File: src/rtl/game_screen_ctrl.sv
// game_screen_ctrl: screen sequencer for a two-player game.
// Walks START -> PLAY -> P1_WON/P2_WON -> START, switching screens only on
// frame boundaries so the visible region is never torn.
// Optional feature macro: GAME_SCREEN_BLINK_EN (blinking win banner).
// Without it the blink counter is not built and banner_on is tied high.
module game_screen_ctrl #(
  parameter int HOLD_FRAMES  = 120,
  parameter int BLINK_FRAMES = 30
) (
  input  logic       clk,
  input  logic       rst,
  input  logic       vblnk,
  input  logic       start_btn,
  input  logic       p1_win,
  input  logic       p2_win,
  output logic [1:0] screen_sel,
  output logic       game_en,
  output logic       banner_on,
  output logic       frame_tick
);

  typedef enum logic [1:0] {
    S_START  = 2'b00,
    S_PLAY   = 2'b01,
    S_P1_WON = 2'b10,
    S_P2_WON = 2'b11
  } state_t;

  localparam int HOLD_W = (HOLD_FRAMES < 1) ? 1 : $clog2(HOLD_FRAMES + 1);
  localparam logic [HOLD_W-1:0] HOLD_INIT = HOLD_W'(HOLD_FRAMES);

  // Parameter sanity: a blink half-period needs at least one frame.
  if (BLINK_FRAMES < 1 || HOLD_FRAMES < 0) begin : g_bad_param
    $error("game_screen_ctrl: BLINK_FRAMES must be >= 1 and HOLD_FRAMES >= 0");
  end

  state_t            state_reg;
  logic              vblnk_reg;
  logic              armed_reg;   // vblnk seen low since reset: next rise is a real edge
  logic              frame_tick_reg;
  logic              game_en_reg;
  logic              start_pend_reg;
  logic              p1_pend_reg;
  logic              p2_pend_reg;
  logic [HOLD_W-1:0] hold_cnt_reg;

  logic tick;
  logic in_won;
  logic start_ok;
  logic start_seen;
  logic p1_seen;
  logic p2_seen;

  // Boundary detect and the "seen since last boundary" views of the requests.
  always_comb begin
    tick       = vblnk & ~vblnk_reg & armed_reg;
    in_won     = state_reg[1];
    // Presses during the hold period are dropped, not queued.
    start_ok   = (state_reg == S_START) || (in_won && (hold_cnt_reg == '0));
    start_seen = start_pend_reg | (start_btn & start_ok);
    p1_seen    = p1_pend_reg | (p1_win & (state_reg == S_PLAY));
    p2_seen    = p2_pend_reg | (p2_win & (state_reg == S_PLAY));
  end

`ifdef GAME_SCREEN_BLINK_EN
  localparam int BLINK_W = $clog2(BLINK_FRAMES + 1);
  localparam logic [BLINK_W-1:0] BLINK_INIT = BLINK_W'(BLINK_FRAMES - 1);
  logic               banner_reg;
  logic [BLINK_W-1:0] blink_cnt_reg;
`endif

  // Screen FSM: all outputs registered and updated together on a boundary.
  always_ff @(posedge clk) begin
    if (rst) begin
      state_reg      <= S_START;
      vblnk_reg      <= 1'b0;
      armed_reg      <= 1'b0;
      frame_tick_reg <= 1'b0;
      game_en_reg    <= 1'b0;
      start_pend_reg <= 1'b0;
      p1_pend_reg    <= 1'b0;
      p2_pend_reg    <= 1'b0;
      hold_cnt_reg   <= '0;
`ifdef GAME_SCREEN_BLINK_EN
      banner_reg     <= 1'b1;
      blink_cnt_reg  <= '0;
`endif
    end else begin
      vblnk_reg      <= vblnk;
      armed_reg      <= armed_reg | ~vblnk;
      frame_tick_reg <= tick;
      start_pend_reg <= start_seen;
      p1_pend_reg    <= p1_seen;
      p2_pend_reg    <= p2_seen;
      if (tick) begin
        case (state_reg)
          S_START: begin
            if (start_seen) begin
              state_reg      <= S_PLAY;
              game_en_reg    <= 1'b1;
              start_pend_reg <= 1'b0;
            end
          end
          S_PLAY: begin
            if (p1_seen || p2_seen) begin
              // Player 1 has fixed priority when both won in the same frame.
              state_reg      <= p1_seen ? S_P1_WON : S_P2_WON;
              game_en_reg    <= 1'b0;
              hold_cnt_reg   <= HOLD_INIT;
              start_pend_reg <= 1'b0;
              p1_pend_reg    <= 1'b0;
              p2_pend_reg    <= 1'b0;
`ifdef GAME_SCREEN_BLINK_EN
              banner_reg     <= 1'b1;
              blink_cnt_reg  <= BLINK_INIT;
`endif
            end
          end
          default: begin
            if (hold_cnt_reg == '0 && start_seen) begin
              state_reg      <= S_START;
              start_pend_reg <= 1'b0;
`ifdef GAME_SCREEN_BLINK_EN
              banner_reg     <= 1'b1;
              blink_cnt_reg  <= '0;
`endif
            end else begin
              if (hold_cnt_reg != '0) begin
                hold_cnt_reg <= hold_cnt_reg - HOLD_W'(1);
              end
`ifdef GAME_SCREEN_BLINK_EN
              if (blink_cnt_reg == '0) begin
                blink_cnt_reg <= BLINK_INIT;
                banner_reg    <= ~banner_reg;
              end else begin
                blink_cnt_reg <= blink_cnt_reg - BLINK_W'(1);
              end
`endif
            end
          end
        endcase
      end
    end
  end

  assign screen_sel = state_reg;
  assign game_en    = game_en_reg;
  assign frame_tick = frame_tick_reg;
`ifdef GAME_SCREEN_BLINK_EN
  assign banner_on  = banner_reg;
`else
  assign banner_on  = 1'b1;
`endif

endmodule

File: config.mk
export PLATFORM = sky130hd
export DESIGN_NAME = game_screen_ctrl
export DESIGN_NICKNAME = d
export VERILOG_FILES = /design/src/rtl/game_screen_ctrl.sv
export SDC_FILE = /design/constraint.sdc
export NUM_CORES = 1
export LEC_CHECK = 0
export ABC_CLOCK_PERIOD_IN_PS = 2550
export BUFFER_PORTS_ARGS = -buffer_cell sky130_fd_sc_hd__buf_2
export CAP_MARGIN = 10
export CORE_UTILIZATION = 47
export DETAILED_ROUTE_END_ITERATION = 8
export GPL_TIMING_DRIVEN = 0
export HOLD_SLACK_MARGIN = 0.06
export PLACE_DENSITY = 0.75
export SYNTH_ARGS = -nofsm -noshare
export SYNTH_HDL_FRONTEND = slang
export SYNTH_SLANG_ARGS = --single-unit
File: constraint.sdc
create_clock -name clk -period 2.55 [get_ports clk]
set_clock_uncertainty 0.2 [all_clocks]
set_input_delay 0.255 -clock clk [delete_from_list [all_inputs] [get_ports clk]]
set_output_delay 0.255 -clock clk [all_outputs]
set_load 0.1 [all_outputs]
==> key figures <==
Worst setup path
  • Max incr delay on CP: 0.54 ns
  • Critical Path Source: hold_cnt_reg[0]
  • Crit path max-delay family: simple AND/OR/NAND/NOR gates
  • Buf+Inv Stages, Crit Path: 1
  • Cells along the critical path: inv_1 > ha_1 > or4b_4 > or4_1 > a21oi_1 > nor3_1
  • Worst-path fanout max: 4
  • CP endpoint kind: register
  • WS Path Type: register to register
  • Crit path launch type: register
  • Worst endpoint required time: 2.50 ns
  • Slowest stage cell, crit path: or4_1
  • R2r startpoint: hold_cnt_reg[0]
  • Data arrival time of the critical path: 2.16 ns

Floorplanning
  • Core area: 0.001559 sq mm
  • Die height: 43.38 microns
  • Die width: 43.38 microns
  • Initial Util: 51.61%
  • I/O pin count: 11
  • Num rows: 14
  • Die area: 0.001881 sq mm

Synthesis
  • Syn Nets: 105
  • Synthesized cell area: 804.5 sq um
  • Average size of a mapped cell: 8.294 sq um
  • Mapped Cells: 97
  • Synth Register Bits: 16
  • Ys Warns: 0
  • Register area share after synthesis: 39.81%
  • Library cells used by synthesis: 34

Route
  • Drt drc: 2
  • DRT antenna net count: 0
  • DR vias: 778
  • Vias/cell: 6.078
  • DRT Wirelength: 1.812 mm
  • Per-cell routed wire length: 14.16 microns
  • 1st-pass router iterations: 6
  • DRT iter0 DRCs: 18

Min path
  • Worst hold start: p2_win
  • Hold crit path type: input pin to register

Layout
  • Area Growth Syn to Fin: 14.62%
  • Final core occ: 59.15%
  • Share of layout cells above drive strength 1: 16.07%
  • Filler cells: 143
  • Final Net Count: 122
  • N_diodes: 0
  • Number of flip-flops under the largest register name: 7
  • Non-Filler Instances: 128
  • Post-Layout Inst Area: 922.1 sq um

Timing
  • Max-slew headroom: 52.62%
  • Final setup margin: 0.3394 ns
  • Final Hold Slack: 0.1007 ns
  • Min Tclk post-route: 2.211 ns
  • Final hold vios: 0
  • Final setup viols: 0
  • Setup TNS: 0 ns
  • Worst-margin pin slew: 0.7009 ns
  • RSZ-0062 raised after global routing: false
  • Final Cycle Share: 86.69%
  • Fmax: 452.4 MHz
  • Max-slew violations: 0

Clock network
  • CTS H-tree lvls: 1
  • Clock latency at the later pin of the worst-skew pair: 0.28 ns
  • Num CTS Buffers: 3
  • Resize count post-CTS: 0
  • Sink Count: 16
  • # Post-CTS Setup Buffers: 0
  • Clock tree from TritonCTS: done
  • Clock Pin Slew Worst Setup and Hold Paths: 0.08 ns
  • Clock Path Buffers: 2
  • CTS root buf: clkbuf_4

Status
  • Violated checks: design-rule violations
  • Status: complete, but fails checks

Placement
  • GP Congestion: 0.7937
  • Port-buffer cells: 9
  • Area after DPL: 869.6 sq um
  • Setup WS pre-CTS: 0.3639 ns
  • Post-detail-place hpwl: 1.292 mm
  • Cells after DPL: 122

Global routing
  • Vias in the first global route: 723
  • Total track usage: 21.85%
  • Largest net degree at the start of global routing: 11
  • Grt total ovfl: 0
  • Wire length of the first global-routing pass: 3.049 mm
  • Initial antenna violation count: 0

Power and ir drop
  • Leak Pwr: 0.3643 nW
  • Pwr dens: 499.4 mW/mm^2
  • VDD IR max: 356.4 uV
  • Total power: 0.4605 mW

Job
  • Max Cap Viol: 0
worst min-delay path, stage by stage:
cell,delay [ns]
buf_2,0.10
a21oi_1,0.06
nor3_1,0.11
layer usage:
layer	global-route usage, %	share of wire [%]	wire, microns	up-vias
met5	0	0	0	-
met4	8.750	0.83	15	0
met3	5.000	3.2	58	2
met2	37.88	48	873	13
met1	26.04	48	865	369
li1	-	-	-	394
path summary, 6_finish.rpt:
| check | to | slack [ns] | cells past startpoint |
|---|---|---|---|
| worst max-delay path | screen_sel[0] | 0.34 | 6 |
| worst min-delay path | p2_pend_reg | 0.10 | 3 |
| worst max register to register | screen_sel[0] | 0.34 | 6 |
| worst min register to register | armed_reg | 0.28 | 2 |
synthesized netlist by cell type:
| master | instances | area, sq um |
|---|---|---|
| ha_1 | 2 | 25.02 |
| or4b_4 | 1 | 13.76 |
| a2111oi_0 | 2 | 17.52 |
| a21oi_1 | 11 | 55.05 |
| o21ai_0 | 12 | 60.06 |
| a311oi_1 | 1 | 8.760 |
| buf_2 | 1 | 5.000 |
| nor3_1 | 7 | 35.03 |
| nand2b_1 | 1 | 6.260 |
| o21a_1 | 1 | 7.510 |
| dfxtp_1 | 16 | 320.3 |
| a22oi_1 | 1 | 7.510 |
| or2_2 | 1 | 6.260 |
| or3b_2 | 1 | 8.760 |
| o31ai_1 | 1 | 7.510 |
| or4b_1 | 1 | 10.01 |
| o211ai_1 | 2 | 15.01 |
| nor4_1 | 2 | 12.51 |
| a21o_1 | 2 | 15.01 |
| nor2b_1 | 2 | 12.51 |
| nand2_1 | 3 | 11.26 |
| buf_4 | 1 | 7.510 |
| conb_1 | 1 | 3.750 |
| nor4b_1 | 1 | 8.760 |
| inv_1 | 6 | 22.52 |
| or4_1 | 2 | 15.01 |
| and3b_1 | 1 | 8.760 |
| nand4_1 | 1 | 6.260 |
| a41o_1 | 1 | 10.01 |
| nand3_1 | 1 | 5.000 |
| nor2_1 | 7 | 26.28 |
| nand3b_2 | 1 | 11.26 |
| clkbuf_1 | 2 | 7.510 |
| nand4bb_1 | 1 | 11.26 |
report_power, final:
part	total [mW]	switching (mW)	internal, mW
registers	0.262	0.00533	0.257
clock network	0.129	0.0747	0.0548
logic	0.0688	0.0483	0.0205
layout make-up:
class                      instances  area, sq um  area share (%)
tap                               16        20.02           2.171
buffer                             4        20.02           2.171
timing repair buffer              12        75.07           8.141
sequential                        16        320.3           34.74
inverter                           6        22.52           2.442
clock buffer                       3        22.52           2.442
multi-input combinational         71        441.7           47.90
cell families (layout without fill, tap and decap cells):
family,Yosys count,count (layout),share of synthesized area (%)
AOI/OAI and AO/OA,34,34,25.35
and+or+nand+nor,34,34,25.97
DFF,16,16,39.81
buffers and inverters,10,25,5.288
adders and majority gates,2,2,3.110
other,1,1,0.4661
placed cells by master, fill, tap and decap left out, drive strengths merged, types with 2 or more instances in the layout:
cell type	count
clkbuf	5
o21ai	12
nor2	7
a2111oi	2
dfxtp	16
or4	2
or4b	2
nor3	7
inv	6
a21o	2
dlygate4sd3	3
buf	11
ha	2
nand2	3
o211ai	2
nor2b	2
a21oi	11
nor4	2
what timing repair did:
item	4_1_cts	5_1_grt
endpoints found under the hold margin	5	0
endpoints found under the setup margin	0	0
hold buffers	3	0
Power figures use the tool's default switching activity.
